==> src/rtl/truth_table_checker_pkg.sv <==
// Shared types and constants for the truth-table response checker.
// The optional first-fail capture outputs of truth_table_checker are
// enabled by defining TT_CHECKER_FIRST_FAIL_CAPTURE_EN.
package tt_checker_pkg;

   localparam int TT_VEC_W     = 3;
   localparam int TT_NUM_VEC   = 8;
   localparam int SETTLE_CNT_W = 8;

   typedef enum logic [2:0] {
      IDLE   = 3'd0,
      SETTLE = 3'd1,
      SAMPLE = 3'd2,
      HOLD   = 3'd3,
      DONE   = 3'd4
   } tt_state_e;

   // One-hot coverage mask for a stimulus vector.
   function automatic logic [TT_NUM_VEC-1:0] vec_onehot(input logic [TT_VEC_W-1:0] vec);
      logic [TT_NUM_VEC-1:0] one;
      one        = {{(TT_NUM_VEC-1){1'b0}}, 1'b1};
      vec_onehot = one << vec;
   endfunction

   // Settle reload value, clamped into the counter's legal 1..255 range.
   function automatic logic [SETTLE_CNT_W-1:0] settle_load(input int cycles);
      logic [SETTLE_CNT_W-1:0] val;
      if (cycles < 1) begin
         val = {{(SETTLE_CNT_W-1){1'b0}}, 1'b1};
      end else if (cycles > 255) begin
         val = {SETTLE_CNT_W{1'b1}};
      end else begin
         val = SETTLE_CNT_W'(cycles);
      end
      settle_load = val;
   endfunction

endpackage

==> src/rtl/truth_table_checker_settle_timer.sv <==
// Loadable down-counter that flags when the settle interval is about to
// elapse (count of 1). Load has priority over decrement; the counter
// parks at zero rather than wrapping.
module settle_timer
   import tt_checker_pkg::*;
#(
   parameter int W = SETTLE_CNT_W
) (
   input  logic         clk,
   input  logic         rst,
   input  logic         load,
   input  logic         dec,
   input  logic [W-1:0] load_val,
   output logic         expired
);

   logic [W-1:0] count_q;
   logic [W-1:0] count_d;
   logic         expired_q;
   logic         expired_d;

   // Next count: reload, decrement toward zero, or hold.
   always_comb begin
      count_d = count_q;
      if (load) begin
         count_d = load_val;
      end else if (dec && (count_q != {W{1'b0}})) begin
         count_d = count_q - W'(1);
      end else begin
         count_d = count_q;
      end
      expired_d = (count_d == W'(1));
   end

   // Counter and registered expiry flag.
   always_ff @(posedge clk) begin
      if (rst) begin
         count_q   <= {W{1'b0}};
         expired_q <= 1'b0;
      end else begin
         count_q   <= count_d;
         expired_q <= expired_d;
      end
   end

   assign expired = expired_q;

endmodule

==> config.mk <==
export PLATFORM = sky130hd
export DESIGN_NAME = settle_timer
export DESIGN_NICKNAME = d
export VERILOG_FILES = /design/src/rtl/truth_table_checker_pkg.sv /design/src/rtl/truth_table_checker_settle_timer.sv
export SDC_FILE = /design/constraint.sdc
export NUM_CORES = 1
export LEC_CHECK = 0
export CORE_ASPECT_RATIO = 0.8
export CORE_MARGIN = 2
export CORE_UTILIZATION = 35
export DETAILED_ROUTE_END_ITERATION = 6
export PLACE_DENSITY_LB_ADDON = 0.08
export SETUP_SLACK_MARGIN = 0.5
export SLEW_MARGIN = 5
export SYNTH_ARGS = -nofsm -noshare
export SYNTH_HDL_FRONTEND = slang
export SYNTH_SLANG_ARGS = --single-unit
==> constraint.sdc <==
create_clock -name clk -period 1.7 [get_ports clk]
set_input_delay 0.425 -clock clk [delete_from_list [all_inputs] [get_ports clk]]
set_output_delay 0.425 -clock clk [all_outputs]
set_load 0.1 [all_outputs]
## Yosys cells after proc, flatten, opt, wreduce, memory -nomap -nowiden

Cells that the tools add are included.

| operators by class | value |
|---|---|
| add/subtract/negate cells | 1 |
| equal/unequal tests | 1 |
| mux-type cells | 2 |
| reduce and logical (&&, ||, !) cells | 2 |

Operator list:

| operator | number |
|---|---|
| 2-to-1 mux 8 bit | 2 |
| == test 8 x 1 -> 1 bit (second input constant) | 1 |
| nonzero test 8 bit | 1 |
| subtractor 8 x 1 -> 8 bit (second input constant) | 1 |
| logical AND 1 bit | 1 |

| storage, ports and cells | value |
|---|---|
| register bits after elaboration | 9 |
| bits of input ports | 12 |
| logic and storage cells | 8 |

## Longest topological paths before layout

Gate-level depths: netlist (run 1).

| logic depth | value |
|---|---|
| depth after elaboration | 5 |
| depth in mapped cells | 7 |

## Worst setup path after synthesis (run 1)

No wires, ideal clock.

| timing | value |
|---|---|
| path kind | reg2reg |
| from | register count_q[0] |
| to | register expired_q (netlist: expired) |
| setup time | 0.088 ns |
| data arrival time | 1.612 ns |
| data required time | 1.612 ns |
| path slack | 0.000 ns |
| cell stages (with the launch flop) | 8 |
| buffers on the path | 0 |
| path through | dfxtp_1 > inv_1 > ha_1 > nor3b_2 > a211oi_2 > xnor2_1 > mux2_2 > nor4_2 |

| on the way | value |
|---|---|
| longest elaborated chain between the ends | 5 |

RTL lines:

| element | RTL line | source |
|---|---|---|
| from (decl) | truth_table_checker_settle_timer.sv:17 | `logic [W-1:0] count_q;` |
| from (signal assigned) | truth_table_checker_settle_timer.sv:38 | `count_q <= {W{1'b0}};` |
| from (signal assigned) | truth_table_checker_settle_timer.sv:41 | `count_q <= count_d;` |
| branches (longest 2 deep; another with subtractor 8 x 1 -> 8 bit) | -- |  |
| 2-to-1 mux 8 bit (*) | truth_table_checker_settle_timer.sv:27 | `end else if (dec && (count_q != {W{1'b0}})) begin` |
| 2-to-1 mux 8 bit (*) | truth_table_checker_settle_timer.sv:25 | `if (load) begin` |
| == test 8 x 1 -> 1 bit (*) | truth_table_checker_settle_timer.sv:32 | `expired_d = (count_d == W'(1));` |
| to (signal assigned) | truth_table_checker_settle_timer.sv:42 | `expired_q <= expired_d;` |
| to (decl) | truth_table_checker_settle_timer.sv:19 | `logic expired_q;` |

Every way passes the cells marked *.
A chain may end at the register's enable or synchronous reset.

## Worst setup path after layout (run 1)

| timing | value |
|---|---|
| from | register count_q[1] |
| to | register expired_q (netlist: expired) |

The elaborated chain is that of the path after synthesis.

==> results of run 1 <==
==> through the flow <==
stage	setup slack [ns]	total power [mW]	TNS, ns	instances
5_1_grt	-0.161	0.773	-0.525	128
4_1_cts	-0.116	0.706	-0.219	125
3_5_place_dp	-0.648	0.511	-2.80	118
2_1_floorplan	0.0332	0.400	0	70
3_3_place_gp	-0.595	0.505	-2.55	118
6_report	-0.0731	0.726	-0.139	128
==> layer usage <==
layer | global-route usage | vias to the layer above | part of all wire
li1 | - | 332 | -
met1 | 0.220 | 312 | 0.48
met2 | 0.326 | 17 | 0.48
met3 | 0.0438 | 0 | 0.038
met4 | 0.0208 | 0 | 0
met5 | 0 | - | 0
==> path summary, 6_finish.rpt <==
kind              startpoint    endpoint  slack (ns)  cells past startpoint
setup / recovery  count_q[1]     expired       -0.07                      5
hold / removal           dec  count_q[2]        0.62                      5
setup reg to reg  count_q[1]     expired       -0.07                      5
hold reg to reg   count_q[1]  count_q[1]        0.64                      3
==> area by class of cell <==
class	count	area, um^2
fillers	134	547
clock buffers	4	26.3
repair buffers	34	290
flip-flops and latches	9	183
inverters	4	20.0
well taps	22	27.5
multi-input cells	55	517
==> what timing repair did <==
item | 4_1_cts | 5_1_grt
setup buffers | 3 | 3
pin swaps | 4 | 6
setup endpoints to repair | 10 | 10
resized for setup | 8 | 8
==> cell usage after synthesis <==
library cell	count
nand2_1	7
a211o_1	1
nand2b_1	1
o2111ai_1	1
mux2_2	1
a21boi_1	1
a21o_2	1
o21bai_1	1
and2_1	1
inv_1	3
xnor2_1	2
a211oi_2	1
nor3b_2	1
ha_1	2
nor3_1	4
buf_2	1
nor3_2	1
nor2b_1	2
o22ai_1	2
o31a_1	1
or4b_4	1
o31ai_1	1
nor2_1	7
buf_1	1
nor4_2	2
a211oi_1	4
a2111oi_0	1
a21oi_1	3
dfxtp_1	9
or3_4	1
mux2i_1	2
clkinv_1	1
nand3b_1	1
o21a_1	1
==> power by group <==
group / switching [mW] / internal (mW)
clock network: 0.0696 / 0.0902
registers: 0.0220 / 0.229
logic: 0.141 / 0.175
total: 0.233 / 0.493
==> sequential cells by signal, summed over array words and instances (netlist names) <==
signal and cells:
count_q 8, expired 1
==> cells by family (layout without fill, tap and decap cells) <==
kind of cell               Yosys count  count (layout)  synth area share
AOI/OAI and AO/OA                   19              19             0.240
buffers and inverters                6              42            0.0396
xor gates and xnor gates             2               2            0.0292
and+or+nand+nor                     29              29             0.296
muxes                                3               3            0.0522
DFF                                  9               9             0.301
adders and majority gates            2               2            0.0417
==> critical path, cell delays in order (launching register included) <==
cell and delay (ns):
dfxtp_2 0.34, or4b_4 0.55, o31a_1 0.27, nor3_2 0.17, o21bai_1 0.12, nor4_2 0.23
==> impl_metrics.ini, run 1 <==
[critical_path]
critPathMaxFanout = 4
worstPathArrival_ns = 1.94
critPathKind = flop to flop
crit_required_ns = 1.87
cp-end-kind = flop
cp-start-kind = flop

[synthesis]
syn_avg_cell_area_um2 = 8.56
synth_cell_types = 34
syn-instance-count = 70
synth.cell_area_um2 = 599
ys_seq_area_frac = 0.301
synth_top_cells_by_area = dfxtp_1 (30%), a211oi_1 (5.0%), nand2_1 (4.4%)
yosysTopAreaCellShare = 0.301
syn_nets = 84
synth_top_cell_by_area = dfxtp_1
ys_ff_latch = 9
ys_warn_count = 0

[cts]
cts_tree = built
postCtsHoldBufs = 0
insertion_delay_ns = 0.26
cts_buffer_depth = 2
clkSinkCount = 9
cts_buffers = 3
h-tree-depth = 1
clk_pin_slew_worst_paths_ns = 0.06
cts-root-buf = clkbuf_4

[hold_path]
hold_class = input port to flop

[floorplanning]
dieArea_mm2 = 0.00206
die_y_um = 41.0
die_w_um = 50.3
io_pins = 13
rows = 13
start_util = 0.372
core_area_mm2 = 0.00161

[timing]
worst_slack_ns = -0.0731
finClkSkew_ns = 0.00781
period_minus_slack_ns = 1.77
rsz0062_at_grt = yes
holdWs_ns = 0.617
slew-limit-headroom = 0.758
finalMaxSlewViolations = 0
hold_viol_final = 0
finalCritPeriodShare = 1.04
tightest_slew_ns = 0.360
setup_violations = 3
fmax_mhz = 564

[global_routing]
grt_pass1_wl_um = 2630
grtUsageTotal = 0.177
grt_overflow = 0
first_global_vias = 597
grt_max_degree = 9
antenna_found_initial = 0

[routing]
routed_wl_um = 1680
avgViaCountPerCell = 5.16
vias = 661
ant_nets = 0
routedWlPerCell_um = 13.1
drtIter0Drc = 12
drt_drc_violations_left = 0
firstDrtPassIters = 4

[finish]
drive_above_1_share = 0.472
areaGrowthSynthToFinish_pct = 77.5
fin_util = 0.660
layout_common_cells = buf_4 (22), clkdlybuf4s50_1 (10), nand2_1 (7), nor2_1 (7), dfxtp_1 (7)
fin_area_mm2 = 0.00106
layout_commonest_cell = buf_4
nets = 121
n_antenna_cell = 0

[placed_design]
port_buffers = 12
hpwl_um = 1300
placed_area_um2 = 927
gp_congestion = 0.834

[pwr]
p_leak_nw = 0.415
p_per_area_mw_per_mm2 = 683
ir_worst_vdd_uv = 465

[status]
failed_checks = setup timing
status = finished, violations left

[job]
drv_cap = 0
(Power assumes the default switching activity.)
==> run 2: changes to the inputs <==
--- a/config.mk
+++ b/config.mk
@@ -5,9 +5,9 @@
 export SDC_FILE = /design/constraint.sdc
 export NUM_CORES = 1
 export LEC_CHECK = 0
-export CORE_ASPECT_RATIO = 0.8
+export ABC_CLOCK_PERIOD_IN_PS = 1700
 export CORE_MARGIN = 2
-export CORE_UTILIZATION = 35
+export CORE_UTILIZATION = 43
 export DETAILED_ROUTE_END_ITERATION = 6
 export PLACE_DENSITY_LB_ADDON = 0.08
 export SETUP_SLACK_MARGIN = 0.5
==> impl_metrics.ini, run 2 (synthesized netlist as in run 1, its figures left out) <==
[status]
status = finished, violations left
failed_checks = setup timing

[finish]
n_antenna_cell = 0
layout_common_cells = buf_4 (18), clkdlybuf4s50_1 (10), nand2_1 (7), nor2_1 (7), dfxtp_1 (7)
nets = 119
areaGrowthSynthToFinish_pct = 80.6
fin_area_mm2 = 0.00108
top_register = count_q
largest_reg_flops = 8
layout_commonest_cell = buf_4
drive_above_1_share = 0.500

[cts]
clk_pin_slew_worst_paths_ns = 0.06
cts_buffer_depth = 2
cts_buffers = 3
clkSinkCount = 9
insertion_delay_ns = 0.27
cts_tree = built
cts-root-buf = clkbuf_4
h-tree-depth = 1
postCtsHoldBufs = 0

[global_routing]
grtUsageTotal = 0.227
grt_max_degree = 9
antenna_found_initial = 0
grt_overflow = 0
grt_pass1_wl_um = 2460
first_global_vias = 589

[critical_path]
critPathMaxStageDelay_ns = 0.56
crit_required_ns = 1.90
reg2reg_to = count_q[5]
ff2ff_setup_slack_ns = -0.09
crit_chain = or4b_4 -> buf_4 -> a211oi_2 -> nor3_2 -> buf_4 -> buf_6 -> nor3_2
worstReg2RegStart = count_q[1]
cp-end-kind = flop
worstRegToRegCells = 7
cp-start-kind = flop
worstPathArrival_ns = 1.99
slowest_stage = or4b_4
critPathKind = flop to flop
critPathMaxFanout = 4

[timing]
fmax_mhz = 558
rsz0062_at_grt = yes
period_minus_slack_ns = 1.79
worst_slack_ns = -0.0926
setup_violations = 3
tightest_slew_ns = 0.421
finalMaxSlewViolations = 0
finClkSkew_ns = 0.00295
slew-limit-headroom = 0.719
fin_setup_tns_ns = -0.153
hold_viol_final = 0
finalCritPeriodShare = 1.05

[routing]
firstDrtPassIters = 2
routed_wl_um = 1640
ant_nets = 0
routedWlPerCell_um = 13.8
drtIter0Drc = 4
avgViaCountPerCell = 5.38
vias = 640
drt_drc_violations_left = 0

[floorplanning]
rows = 13
die_w_um = 41.3
start_util = 0.461
die_y_um = 41.3
io_pins = 13
core_area_mm2 = 0.00130
dieArea_mm2 = 0.00171

[hold_path]
worstHoldPathCells = 3
whs_endpoint = count_q[1]
hold_class = flop to flop
hp-start = count_q[1]

[placed_design]
place_ws_ns = -0.600
port_buffers = 12
hpwl_um = 1190
placed_area_um2 = 911
gp_congestion = 0.759

[job]
drv_cap = 0

[pwr]
ir_worst_vdd_uv = 456
p_leak_nw = 0.416
p_per_area_mw_per_mm2 = 688
-- run 2: layer usage --
metal  track usage  share of wire
met1         0.288           0.47
met2         0.371           0.49
met3        0.0319          0.021
met4         0.121          0.019
met5             0              0
-- run 2: repair_timing --
item | in CTS | in global routing
setup endpoints to repair | 10 | 10
pin swaps | 13 | 8
endpoints found under the hold margin | 0 | 0
resized for setup | 16 | 9
buffers inserted | 4 | 1
-- run 2: worst max path at each step --
stage	startpoint	to	slack [ns]	cells past startpoint
finish	count_q[1]	count_q[5]	-0.09	7
global route	count_q[1]	expired	-0.19	5
CTS	count_q[1]	expired	-0.09	5
detailed placement	dec	expired	-0.60	6
global placement	dec	expired	-0.55	6
floorplan	dec	expired	0.03	5
-- run 2: critical path: cells and delay by family, from the launching register on --
kind                   cells  cell delay (ns)
and+or+nand+nor            3             0.74
buffers and inverters      3             0.42
DFF                        1             0.37
AOI/OAI and AO/OA          1             0.19
-- run 2: per-stage QoR --
| step | instances | hold WS, ns | utilization | power, mW |
|---|---|---|---|---|
| after floorplan | 70 | 0.569 | - | 0.400 |
| after global placement | 110 | 0.627 | 0.700 | 0.502 |
| after detailed placement | 110 | 0.634 | 0.700 | 0.507 |
| after CTS | 118 | 0.633 | 0.793 | 0.720 |
| after global routing | 119 | 0.744 | 0.832 | 0.780 |
| final | 119 | 0.666 | 0.832 | 0.745 |
-- run 2: cell type report --
cell class / instances / area (um^2)
clock buffer: 4 / 26.3
fill: 84 / 219
inverter: 4 / 22.5
multi-input combinational: 55 / 539
sequential: 9 / 188
tap: 15 / 18.8
timing repair buffer: 32 / 288
-- run 2: power by group --
part | leakage, nW | switching, mW | internal [mW]
sequential | 0.0758 | 0.0298 | 0.228
clock | 0.0150 | 0.0817 | 0.0909
combinational | 0.325 | 0.137 | 0.178
==> run 3: changes to the inputs <==
--- a/config.mk
+++ b/config.mk
@@ -7,7 +7,7 @@
 export LEC_CHECK = 0
 export ABC_CLOCK_PERIOD_IN_PS = 1700
 export CORE_MARGIN = 2
-export CORE_UTILIZATION = 43
+export CORE_UTILIZATION = 40
 export DETAILED_ROUTE_END_ITERATION = 6
 export PLACE_DENSITY_LB_ADDON = 0.08
 export SETUP_SLACK_MARGIN = 0.5
==> impl_metrics.ini, run 3 (synthesized netlist as in run 1, its figures left out) <==
[critical_path]
crit_path_start = count_q[1]
worstPathArrival_ns = 2.07
crit_required_ns = 1.87
cp-end-kind = flop
slowest_stage = or4b_4
critPathMaxStageDelay_ns = 0.54
worstRegToRegCells = 6
cp-start-kind = flop
path_buf_inv = 1
crit_chain = or4b_4 -> buf_6 -> nor3_4 -> mux2i_1 -> o2111ai_1 -> nor4_2
ff2ff_setup_slack_ns = -0.20
critPathKind = flop to flop
worstReg2RegStart = count_q[1]
reg2reg_to = expired
critPathMaxFanout = 3
cpLargestDelayFamily = simple AND/OR/NAND/NOR gates

[finish]
drive_above_1_share = 0.532
areaGrowthSynthToFinish_pct = 84.6
top_register = count_q
layout_commonest_cell = buf_4
fin_util = 0.819
layout_common_cells = buf_4 (23), clkdlybuf4s50_1 (10), nand2_1 (7), nor2_1 (7), dfxtp_1 (6)
n_antenna_cell = 0
largest_reg_flops = 8
nets = 124

[timing]
setup_violations = 1
finClkSkew_ns = 0.00351
fmax_mhz = 527
holdWs_ns = 0.657
tightest_slew_ns = 0.402
worst_slack_ns = -0.197
rsz0062_at_grt = yes
fin_setup_tns_ns = -0.197
finalMaxSlewViolations = 0
period_minus_slack_ns = 1.90
slew-limit-headroom = 0.732
hold_viol_final = 0
finalCritPeriodShare = 1.12

[global_routing]
grt_overflow = 0
grt_max_degree = 9
grt_pass1_wl_um = 3170
antenna_found_initial = 0
first_global_vias = 737
grtUsageTotal = 0.235

[pwr]
seqPwrFrac = 0.334
combPwrFrac = 0.435
p_leak_nw = 0.436
sw_frac_of_total = 0.340
p_total_mw = 0.765
cell_internal_pwr_mw = 0.505
power_switching_mw = 0.260
clkPwrFrac = 0.231
ir_worst_vdd_uv = 571
p_per_area_mw_per_mm2 = 692

[status]
failed_checks = setup timing
status = finished, violations left

[floorplanning]
core_area_mm2 = 0.00135
die_y_um = 42.7
io_pins = 13
dieArea_mm2 = 0.00182
rows = 13
start_util = 0.444
die_w_um = 42.7

[hold_path]
hp-start = count_q[1]
worstHoldPathCells = 3
whs_endpoint = count_q[1]
hold_class = flop to flop

[cts]
clkSinkCount = 9
cts_tree = built
h-tree-depth = 1
cts-root-buf = clkbuf_4
clk_pin_slew_worst_paths_ns = 0.07
insertion_delay_ns = 0.27
cts_buffer_depth = 2
cts_buffers = 3
postCtsHoldBufs = 0

[job]
drv_cap = 0

[routing]
drtIter0Drc = 13
routedWlPerCell_um = 16.4
routed_wl_um = 2030
vias = 705
ant_nets = 0
firstDrtPassIters = 4
drt_drc_violations_left = 0
avgViaCountPerCell = 5.69

[placed_design]
hpwl_um = 1320
gp_congestion = 0.800
port_buffers = 12
run 3: cell types whose count changed in the layout (fill, tap and decap cells not counted), sizes merged:
cell,change
buf,+5
run 3: worst max-delay path by stage:
stage	cells past startpoint	slack (ns)	to
detailed placement	6	-0.58	expired
finish	6	-0.20	expired
global placement	6	-0.54	expired
CTS	6	-0.08	expired
floorplan	5	0.03	expired
global route	6	-0.31	expired
run 3: final cells by class:
| type | count | area (um^2) |
|---|---|---|
| flip-flops and latches | 9 | 184 |
| clock buffers | 4 | 26.3 |
| well taps | 15 | 18.8 |
| fillers | 91 | 244 |
| multi-input cells | 55 | 532 |
| repair buffers | 37 | 325 |
| inverters | 4 | 20.0 |
run 3: power groups by stage:
stage | Sequential, mW | Clock [mW] | Combinational, mW
finish | 0.256 | 0.177 | 0.333
global route | 0.258 | 0.197 | 0.357
CTS | 0.252 | 0.179 | 0.303
detailed placement | 0.255 | 0 | 0.267
global placement | 0.254 | 0 | 0.262
floorplan | 0.254 | 0 | 0.146
run 3: worst reg2reg max path, stage by stage, from the launching register on:
cell and delay (ns):
dfxtp_2 0.35, or4b_4 0.54, buf_6 0.15, nor3_4 0.11, mux2i_1 0.24, o2111ai_1 0.19
nor4_2 0.22
run 3: metal layers:
layer / global-route usage / wire length [um] / up-vias
met5: 0 / 0 / -
met4: 0.131 / 77 / 0
met3: 0.0468 / 141 / 10
met1: 0.276 / 805 / 323
li1: - / - / 336
met2: 0.394 / 1000 / 36
run 3: timing repair:
action | in CTS | in global routing
resized for setup | 14 | 9
endpoints found under the hold margin | 0 | 0
pin swaps | 7 | 2
endpoints found under the setup margin | 10 | 10
setup buffers | 4 | 1
run 3: metrics by stage:
step           std cells  setup slack [ns]  cell area, um^2
4_1_cts              123           -0.0805             1060
3_5_place_dp         115            -0.584              948
6_report             124            -0.197             1110
3_3_place_gp         115            -0.540              948
2_1_floorplan         70            0.0332              658
5_1_grt              124            -0.311             1110
